===== src/rtl/hand_position_scheduler.sv =====
// ----------------------------------------------------------------------------
// hand_position_scheduler
//
// Accepts left/right hand samples from two trackers over valid/ready
// handshakes, clamps and scales Kinect-space coordinates to screen space,
// and holds them in per-hand shadow registers. On every falling edge of the
// XVGA vertical sync, both shadow sets are committed to the display outputs
// at once, so a frame never shows a half-updated hand position. A per-hand
// staleness counter reports a hand absent after STALE_FRAMES commits
// without a fresh sample.
//
// Ports
//   vclock           in   pixel clock; all state changes on its rising edge
//   reset_n          in   synchronous active-low reset
//   vsync            in   vertical sync, active-low
//   l_valid/r_valid  in   tracker sample valid (left/right)
//   l_x/l_y/l_z      in   left sample, 16 bits each
//   r_x/r_y/r_z      in   right sample, 16 bits each
//   l_ready/r_ready  out  sample accepted this cycle
//   x1_disp/x2_disp  out  11-bit screen x (left/right)
//   y1_disp/y2_disp  out  10-bit screen y (left/right)
//   z1_disp/z2_disp  out  16-bit committed z, unscaled
//   present1/2       out  hand is fresh
//   frame_commit     out  one-cycle pulse per commit
// ----------------------------------------------------------------------------
module hand_position_scheduler #(
   parameter int STALE_FRAMES = 8
) (
   input  logic        vclock,
   input  logic        reset_n,
   input  logic        vsync,
   input  logic        l_valid,
   input  logic        r_valid,
   input  logic [15:0] l_x,
   input  logic [15:0] l_y,
   input  logic [15:0] l_z,
   input  logic [15:0] r_x,
   input  logic [15:0] r_y,
   input  logic [15:0] r_z,
   output logic        l_ready,
   output logic        r_ready,
   output logic [10:0] x1_disp,
   output logic [10:0] x2_disp,
   output logic [9:0]  y1_disp,
   output logic [9:0]  y2_disp,
   output logic [15:0] z1_disp,
   output logic [15:0] z2_disp,
   output logic        present1,
   output logic        present2,
   output logic        frame_commit
);

   typedef enum logic [1:0] {
      ST_IDLE,
      ST_ACCEPT,
      ST_SCALE,
      ST_WRITE
   } state_t;

   localparam logic [3:0]  STALE_MAX = 4'd15;
   localparam logic [15:0] X_MAX     = 16'd399;
   localparam logic [15:0] Y_MAX     = 16'd599;

   state_t      r_state;
   state_t      w_state_next;

   // Channel being served (1 = right) and round-robin tie-break (1 = right wins).
   logic        r_grant_right;
   logic        r_prio_right;
   logic        w_grant_right_next;

   logic [15:0] r_cap_x;
   logic [15:0] r_cap_y;
   logic [15:0] r_cap_z;

   logic [10:0] r_scl_x;
   logic [9:0]  r_scl_y;
   logic [15:0] r_scl_z;

   logic [10:0] r_sh_x1;
   logic [9:0]  r_sh_y1;
   logic [15:0] r_sh_z1;
   logic [10:0] r_sh_x2;
   logic [9:0]  r_sh_y2;
   logic [15:0] r_sh_z2;

   logic [10:0] r_x1_disp;
   logic [9:0]  r_y1_disp;
   logic [15:0] r_z1_disp;
   logic [10:0] r_x2_disp;
   logic [9:0]  r_y2_disp;
   logic [15:0] r_z2_disp;

   logic        r_upd1;
   logic        r_upd2;
   logic [3:0]  r_stale1;
   logic [3:0]  r_stale2;
   logic        r_present1;
   logic        r_present2;

   logic        r_vsync_q;
   logic        r_frame_commit;
   logic        w_commit;

   logic        w_l_ready;
   logic        w_r_ready;

   logic [8:0]  w_x_clamped;
   logic [9:0]  w_y_clamped;
   logic [15:0] w_x_prod;
   logic [15:0] w_y_prod;
   logic [10:0] w_x_scaled;
   logic [9:0]  w_y_scaled;

   logic [3:0]  w_stale1_next;
   logic [3:0]  w_stale2_next;

   // -------------------------------------------------------------------------
   // Commit detection: previous vsync high, current vsync low. Holding vsync
   // low keeps r_vsync_q at 0, so only one commit fires per falling edge.
   // -------------------------------------------------------------------------
   assign w_commit = r_vsync_q & ~vsync;

   // On a tie the hand not granted most recently wins.
   assign w_grant_right_next = (l_valid && r_valid) ? r_prio_right : r_valid;

   // -------------------------------------------------------------------------
   // FSM state register
   // -------------------------------------------------------------------------
   // NOTE: sequential state uses non-blocking assignments so every register
   // samples pre-edge values, independent of process ordering.
   always_ff @(posedge vclock) begin
      if (!reset_n) begin
         r_state <= ST_IDLE;
      end else begin
         r_state <= w_state_next;
      end
   end

   // -------------------------------------------------------------------------
   // FSM next state and ready outputs. Ready depends only on state and the
   // registered grant, never on valid.
   // -------------------------------------------------------------------------
   // NOTE: every signal gets a default first so no path leaves it unassigned,
   // which would otherwise infer a latch.
   always_comb begin
      w_state_next = r_state;
      w_l_ready    = 1'b0;
      w_r_ready    = 1'b0;
      case (r_state)
         ST_IDLE: begin
            if (l_valid || r_valid) begin
               w_state_next = ST_ACCEPT;
            end
         end
         ST_ACCEPT: begin
            w_l_ready    = ~r_grant_right;
            w_r_ready    = r_grant_right;
            w_state_next = ST_SCALE;
         end
         ST_SCALE: begin
            w_state_next = ST_WRITE;
         end
         ST_WRITE: begin
            w_state_next = ST_IDLE;
         end
         default: begin
            w_state_next = ST_IDLE;
         end
      endcase
   end

   // -------------------------------------------------------------------------
   // Clamp and scale. The clamped values fit in 9/10 bits, so the 16-bit
   // products cannot overflow (399*41 = 16359, 599*41 = 24559).
   // -------------------------------------------------------------------------
   assign w_x_clamped = (r_cap_x > X_MAX) ? 9'd399  : r_cap_x[8:0];
   assign w_y_clamped = (r_cap_y > Y_MAX) ? 10'd599 : r_cap_y[9:0];
   assign w_x_prod    = {7'd0, w_x_clamped} * 16'd41;
   assign w_y_prod    = {6'd0, w_y_clamped} * 16'd41;
   assign w_x_scaled  = 11'(w_x_prod >> 4);
   assign w_y_scaled  = 10'(w_y_prod >> 5);

   // -------------------------------------------------------------------------
   // Staleness: a hand updated since the last commit restarts at 0, else the
   // count climbs and saturates.
   // -------------------------------------------------------------------------
   assign w_stale1_next = r_upd1 ? 4'd0 :
                          ((r_stale1 == STALE_MAX) ? STALE_MAX : r_stale1 + 4'd1);
   assign w_stale2_next = r_upd2 ? 4'd0 :
                          ((r_stale2 == STALE_MAX) ? STALE_MAX : r_stale2 + 4'd1);

   // -------------------------------------------------------------------------
   // Datapath, shadows and commit
   // -------------------------------------------------------------------------
   // NOTE: shadow and display registers are reset explicitly so the first
   // commit after reset shows zeros rather than stale pre-reset contents.
   always_ff @(posedge vclock) begin
      if (!reset_n) begin
         r_grant_right  <= 1'b0;
         r_prio_right   <= 1'b0;
         r_cap_x        <= '0;
         r_cap_y        <= '0;
         r_cap_z        <= '0;
         r_scl_x        <= '0;
         r_scl_y        <= '0;
         r_scl_z        <= '0;
         r_sh_x1        <= '0;
         r_sh_y1        <= '0;
         r_sh_z1        <= '0;
         r_sh_x2        <= '0;
         r_sh_y2        <= '0;
         r_sh_z2        <= '0;
         r_x1_disp      <= '0;
         r_y1_disp      <= '0;
         r_z1_disp      <= '0;
         r_x2_disp      <= '0;
         r_y2_disp      <= '0;
         r_z2_disp      <= '0;
         r_upd1         <= 1'b0;
         r_upd2         <= 1'b0;
         r_stale1       <= STALE_MAX;
         r_stale2       <= STALE_MAX;
         r_present1     <= 1'b0;
         r_present2     <= 1'b0;
         r_vsync_q      <= 1'b1;
         r_frame_commit <= 1'b0;
      end else begin
         r_vsync_q      <= vsync;
         r_frame_commit <= w_commit;

         if (r_state == ST_IDLE && (l_valid || r_valid)) begin
            r_grant_right <= w_grant_right_next;
            r_prio_right  <= ~w_grant_right_next;
         end

         if (r_state == ST_ACCEPT) begin
            r_cap_x <= r_grant_right ? r_x : l_x;
            r_cap_y <= r_grant_right ? r_y : l_y;
            r_cap_z <= r_grant_right ? r_z : l_z;
         end

         if (r_state == ST_SCALE) begin
            r_scl_x <= w_x_scaled;
            r_scl_y <= w_y_scaled;
            r_scl_z <= r_cap_z;
         end

         // Commit reads the pre-write shadow; its flag clears come first so a
         // coinciding WRITE below re-arms its hand for the next commit.
         if (w_commit) begin
            r_x1_disp  <= r_sh_x1;
            r_y1_disp  <= r_sh_y1;
            r_z1_disp  <= r_sh_z1;
            r_x2_disp  <= r_sh_x2;
            r_y2_disp  <= r_sh_y2;
            r_z2_disp  <= r_sh_z2;
            r_stale1   <= w_stale1_next;
            r_stale2   <= w_stale2_next;
            r_present1 <= (32'(w_stale1_next) < 32'(STALE_FRAMES));
            r_present2 <= (32'(w_stale2_next) < 32'(STALE_FRAMES));
            r_upd1     <= 1'b0;
            r_upd2     <= 1'b0;
         end

         if (r_state == ST_WRITE) begin
            if (r_grant_right) begin
               r_sh_x2 <= r_scl_x;
               r_sh_y2 <= r_scl_y;
               r_sh_z2 <= r_scl_z;
               r_upd2  <= 1'b1;
            end else begin
               r_sh_x1 <= r_scl_x;
               r_sh_y1 <= r_scl_y;
               r_sh_z1 <= r_scl_z;
               r_upd1  <= 1'b1;
            end
         end
      end
   end

   assign l_ready      = w_l_ready;
   assign r_ready      = w_r_ready;
   assign x1_disp      = r_x1_disp;
   assign y1_disp      = r_y1_disp;
   assign z1_disp      = r_z1_disp;
   assign x2_disp      = r_x2_disp;
   assign y2_disp      = r_y2_disp;
   assign z2_disp      = r_z2_disp;
   assign present1     = r_present1;
   assign present2     = r_present2;
   assign frame_commit = r_frame_commit;

endmodule


===== config.mk =====
export PLATFORM = sky130hd
export DESIGN_NAME = hand_position_scheduler
export DESIGN_NICKNAME = d
export VERILOG_FILES = /design/src/rtl/hand_position_scheduler.sv
export SDC_FILE = /design/constraint.sdc
export NUM_CORES = 1
export LEC_CHECK = 0
export ABC_AREA = 0
export CAP_MARGIN = 20
export CORE_UTILIZATION = 45
export CTS_CLUSTER_DIAMETER = 150
export DETAILED_ROUTE_END_ITERATION = 16
export PLACE_DENSITY_LB_ADDON = 0.25
export SYNTH_ARGS = -nofsm -noshare
export SYNTH_HDL_FRONTEND = slang
export SYNTH_SLANG_ARGS = --single-unit
export TNS_END_PERCENT = 50

===== constraint.sdc =====
create_clock -name vclock -period 6.5 [get_ports vclock]
set_input_delay 0.975 -clock vclock [delete_from_list [all_inputs] [get_ports vclock]]
set_output_delay 0.975 -clock vclock [all_outputs]
set_load 0.01 [all_outputs]

==> qor_table.md <==
| Item | Value | Unit |
|---|---|---|
| Outcome | complete, no violations | - |
| Final std cells w/o fill | 1,768 | - |
| Count of cells along the worst hold path | 2 | - |
| Number of gates given a new drive strength after cts | 0 | - |
| Top flip-flop cell by instance count after synthesis | sky130_fd_sc_hd__dfxtp_1 | - |
| Number of global-route vias before repair | 8,332 | - |
| Crit end category | register | - |
| Transition at the pin with the smallest max-transition slack | 0.961 | ns |
| Post-Synth Simple-Gate Area | 17.8 | % |
| Number of endpoints with negative hold slack in the final report | 0 | - |
| Synth Area in XOR/XNOR | 0.634 | % |
| Slew Viols, Final | 0 | - |
| Die boundary width | 159 | um |
| Worst-path clk slew | 0.06 | ns |
| Worst hold slack | 0.450 | ns |
| Total Wirelength | 24,700 | um |
| Timing-limited maximum frequency | 236 | MHz |
| All-Layer GR Usage | 19.2 | % |
| Critical path arrival | 4.63 | ns |
| Largest voltage drop on the vdd net | 0.000251 | V |
| Starting DRT DRC Count | 429 | - |
| Top library cells by usage in the layout, fill and taps aside | sky130_fd_sc_hd__nand2_1, sky130_fd_sc_hd__dfxtp_1, sky130_fd_sc_hd__clkdlybuf4s50_1 | - |
| Compound-gate portion of the synthesized area | 15.8 | % |
| Length of routed met3 wiring | 1210 | um |
| Most common cell after layout, fill and taps aside | sky130_fd_sc_hd__nand2_1 | - |
| Later-pin clock latency in the skew report | 0.51 | ns |
| Type of origin of the critical path | register | - |
| Height of the die | 159 | um |
| N_diodes | 0 | - |
| Number of setup buffers added after CTS | 0 | - |
| Maximum buffer depth of the clock tree | 3 | - |
| Number of distinct library cells after synthesis | 54 | - |
| Initial DRT Pass Iterations | 5 | - |
| Top layer in use | met4 | - |
| First-pass GRT wire length | 41,200 | um |
| Buffer type at the clock tree root | sky130_fd_sc_hd__clkbuf_16 | - |
| Pre-CTS setup slack | 2.30 | ns |
| Main combinational cell family by area after synthesis | simple AND/OR/NAND/NOR gates | - |
| Placer's final routability congestion estimate | 0.811 | - |
| Remaining DRCs | 0 | - |
| Pin count of the biggest net entering global routing | 122 | - |
| Vias | 8,999 | - |
| Final core utilization | 58.1 | % |
| Cell count after placement | 1,722 | - |
| TritonCTS sink count | 251 | - |
| Share of final-layout standard cells stronger than drive strength 1 | 4.97 | % |
| Unrepaired setup endpoints after global routing | no | - |
| WL met1 | 12,600 | um |
| Async set-or-reset flop fraction in the synthesized netlist | 0 | % |
| Number of H-tree branching levels | 1 | - |
| Post-Synthesis Net Count | 1,477 | - |
| Register-to-Register Setup Slack | 2.27 | ns |
| Worst Setup Slack, final | 2.27 | ns |
| Critical Path Fanout Max | 16 | - |
| Seq/Total Area, Yosys | 45.5 | % |
| Area growth from synthesis to final layout | 24.9 | % |
| Total core area | 23,800 | um^2 |
| Die Footprint | 25,200 | um^2 |
| Worst hold path type | register to register | - |
| Number of antenna-violating nets in the routed design | 0 | - |
| Detailed placer's ending HPWL | 17,000 | um |
| Nets | 1,607 | - |
| Reg-to-Reg End | r_scl_y[7]$_SDFFE_PN0P_ | - |
| Tightest slew margin relative to the limit | 35.9 | % |
| Drt via density | 5.09 | - |
| Synthesized-area fraction occupied by adder cells | 9.10 | % |
| Starting density of the core | 46.5 | % |
| Mux contribution to synthesized area | 6.34 | % |
| Clock period minus final worst setup slack | 4.23 | ns |
| Avg Inst Size Synth | 8.49 | um^2 |
| Buffers on Ports | 179 | - |
| # hold bufs at CTS | 0 | - |
| Post-route fraction of the period consumed by the critical path | 65.1 | % |
| WHS Endpoint | y1_disp[6]$_SDFFE_PN0P_ | - |
| Site Rows | 56 | - |
| Final-layout setup total negative slack | 0 | ns |
| Worst R2R Path Depth | 15 | - |
| Required time at the endpoint of the critical path | 6.90 | ns |
| Wire length on met2 | 10,500 | um |
| Number of flops mapped to enable cells by yosys | 0 | - |
| Number of CTS-inserted buffers | 26 | - |
| Leak | 0.00508 | uW |
| Residual overflow from global routing | 0 | - |
| YS warnings | 0 | - |
| Classification of the worst setup path | register to register | - |
| Power density over the cells | 459 | nW/um^2 |
| Launch instance of the worst min-delay path | r_sh_y1[6]$_SDFFE_PN0P_ | - |
| Post-route clock skew | 0.0107 | ns |
| Mapped Area | 11,100 | um^2 |
| Finish-stage setup viols | 0 | - |
| Antenna violations before repair | 0 | - |
| CTS tree | done | - |
| Max-capacitance violation count | 0 | - |
| Total of flip-flops plus latches after synthesis | 251 | - |
| Gate count after technology mapping | 1,301 | - |
| Average wire per cell in the routed design | 13.9 | um |
| Number of primary I/O pins | 180 | - |
| FF-to-FF Start | r_cap_y[5]$_SDFFE_PN0N_ | - |
## registers in the layout (all words and copies together), names as in the netlist, 2 cells and up
| register | cells |
|---|---|
| r_cap_x | 16 |
| r_cap_y | 16 |
| r_cap_z | 16 |
| r_scl_x | 11 |
| r_scl_y | 10 |
| r_scl_z | 16 |
| r_sh_x1 | 11 |
| r_sh_x2 | 11 |
| r_sh_y1 | 10 |
| r_sh_y2 | 10 |
| r_sh_z1 | 16 |
| r_sh_z2 | 16 |
| r_stale1 | 4 |
| r_stale2 | 4 |
| r_state | 2 |
| x1_disp | 11 |
| x2_disp | 11 |
| y1_disp | 10 |
| y2_disp | 10 |
| z1_disp | 16 |
| z2_disp | 16 |
## metal layers
layer  global-route usage, %  vias up
met4                    4.06        0
met1                    28.7     4083
met2                    29.3      224
li1                        -     4666
met5                       0        -
met3                    2.53       26
## logic make-up (layout without fill, tap and decap cells)
kind of cell,Yosys count,after routing
buffers and inverters,126,274
adder cells (fa/ha/maj),75,75
AND/OR/NAND/NOR,484,484
AO/OA/AOI/OAI,287,287
multiplexers,70,70
flip-flops,251,251
XOR/XNOR,8,8
## critical path: stages (launching register included)
cell,delay (ns)
sky130_fd_sc_hd__dfxtp_1,0.39
sky130_fd_sc_hd__a21o_1,0.19
sky130_fd_sc_hd__a211o_1,0.33
sky130_fd_sc_hd__a21oi_4,0.34
sky130_fd_sc_hd__nand2b_1,0.16
sky130_fd_sc_hd__ha_1,0.30
sky130_fd_sc_hd__inv_1,0.05
sky130_fd_sc_hd__fa_1,0.50
sky130_fd_sc_hd__inv_1,0.04
sky130_fd_sc_hd__ha_1,0.28
sky130_fd_sc_hd__ha_1,0.40
sky130_fd_sc_hd__and2_4,0.21
sky130_fd_sc_hd__a221oi_4,0.31
sky130_fd_sc_hd__a21oi_2,0.09
sky130_fd_sc_hd__or3_1,0.31
sky130_fd_sc_hd__a41o_1,0.24
## metrics by stage
| stage | instance area, um^2 | power [uW] |
|---|---|---|
| floorplan | 11100 | 4240 |
| CTS | 13800 | 6400 |
| finish | 13800 | 6340 |
| global route | 13800 | 6930 |
| global placement | 13000 | 4860 |
| detailed placement | 13000 | 4940 |
## where the power goes
part | switching, uW | leakage, uW | internal, uW
registers | 157 | 0.00204 | 1730
clock network | 581 | 0.000413 | 837
logic | 1710 | 0.00263 | 1330
total | 2450 | 0.00508 | 3900
## Yosys cell counts (2+ instances only)
cell type | n | area, um^2
sky130_fd_sc_hd__buf_6 | 3 | 33.8
sky130_fd_sc_hd__ha_1 | 66 | 826
sky130_fd_sc_hd__or3_1 | 2 | 12.5
sky130_fd_sc_hd__o2111ai_1 | 3 | 26.3
sky130_fd_sc_hd__nor2_1 | 94 | 353
sky130_fd_sc_hd__nand3_1 | 18 | 90.1
sky130_fd_sc_hd__nor4_1 | 3 | 18.8
sky130_fd_sc_hd__nor3_1 | 10 | 50.1
sky130_fd_sc_hd__and3_1 | 6 | 37.5
sky130_fd_sc_hd__a31oi_1 | 6 | 37.5
sky130_fd_sc_hd__a211oi_1 | 54 | 405
sky130_fd_sc_hd__nand2b_1 | 9 | 56.3
sky130_fd_sc_hd__or2_2 | 6 | 37.5
sky130_fd_sc_hd__a21o_1 | 9 | 67.6
sky130_fd_sc_hd__o21a_1 | 7 | 52.6
sky130_fd_sc_hd__clkbuf_8 | 2 | 27.5
sky130_fd_sc_hd__fa_1 | 9 | 180
sky130_fd_sc_hd__o311ai_0 | 3 | 26.3
sky130_fd_sc_hd__o21ai_0 | 10 | 50.1
sky130_fd_sc_hd__xnor2_1 | 5 | 43.8
sky130_fd_sc_hd__o211ai_1 | 3 | 22.5
sky130_fd_sc_hd__dfxtp_1 | 251 | 5020
sky130_fd_sc_hd__a2111oi_0 | 2 | 17.5
sky130_fd_sc_hd__buf_1 | 8 | 30.0
sky130_fd_sc_hd__mux2i_1 | 70 | 701
sky130_fd_sc_hd__and3_2 | 2 | 15.0
sky130_fd_sc_hd__a21oi_1 | 173 | 866
sky130_fd_sc_hd__buf_2 | 13 | 65.1
sky130_fd_sc_hd__and2_1 | 5 | 31.3
sky130_fd_sc_hd__inv_1 | 39 | 146
sky130_fd_sc_hd__clkbuf_1 | 61 | 229
sky130_fd_sc_hd__nand2_1 | 317 | 1190
sky130_fd_sc_hd__nor2b_1 | 8 | 50.1
sky130_fd_sc_hd__o31ai_1 | 2 | 15.0
sky130_fd_sc_hd__xor2_1 | 3 | 26.3
## cell type report
type / instances / area, um^2
flip-flops and latches: 251 / 5030
clock inverters: 7 / 45.0
fillers: 2201 / 9950
inverters: 39 / 151
well taps: 319 / 399
repair buffers: 189 / 1870
clock buffers: 39 / 791
multi-input cells: 924 / 5530
## worst max-delay path by stage
stage	depth (start not counted)	from	to
3_5_place_dp	15	r_cap_y[5]$_SDFFE_PN0N_	r_scl_y[7]$_SDFFE_PN0P_
3_3_place_gp	15	r_cap_y[5]$_SDFFE_PN0N_	r_scl_y[7]$_SDFFE_PN0P_
4_1_cts	15	r_cap_y[5]$_SDFFE_PN0N_	r_scl_y[7]$_SDFFE_PN0P_
2_1_floorplan	16	r_cap_y[5]$_SDFFE_PN0N_	r_scl_y[7]$_SDFFE_PN0P_
5_1_grt	15	r_cap_y[5]$_SDFFE_PN0N_	r_scl_y[7]$_SDFFE_PN0P_
6_report	15	r_cap_y[5]$_SDFFE_PN0N_	r_scl_y[7]$_SDFFE_PN0P_
Note: power is estimated with default switching activity, not from simulation.
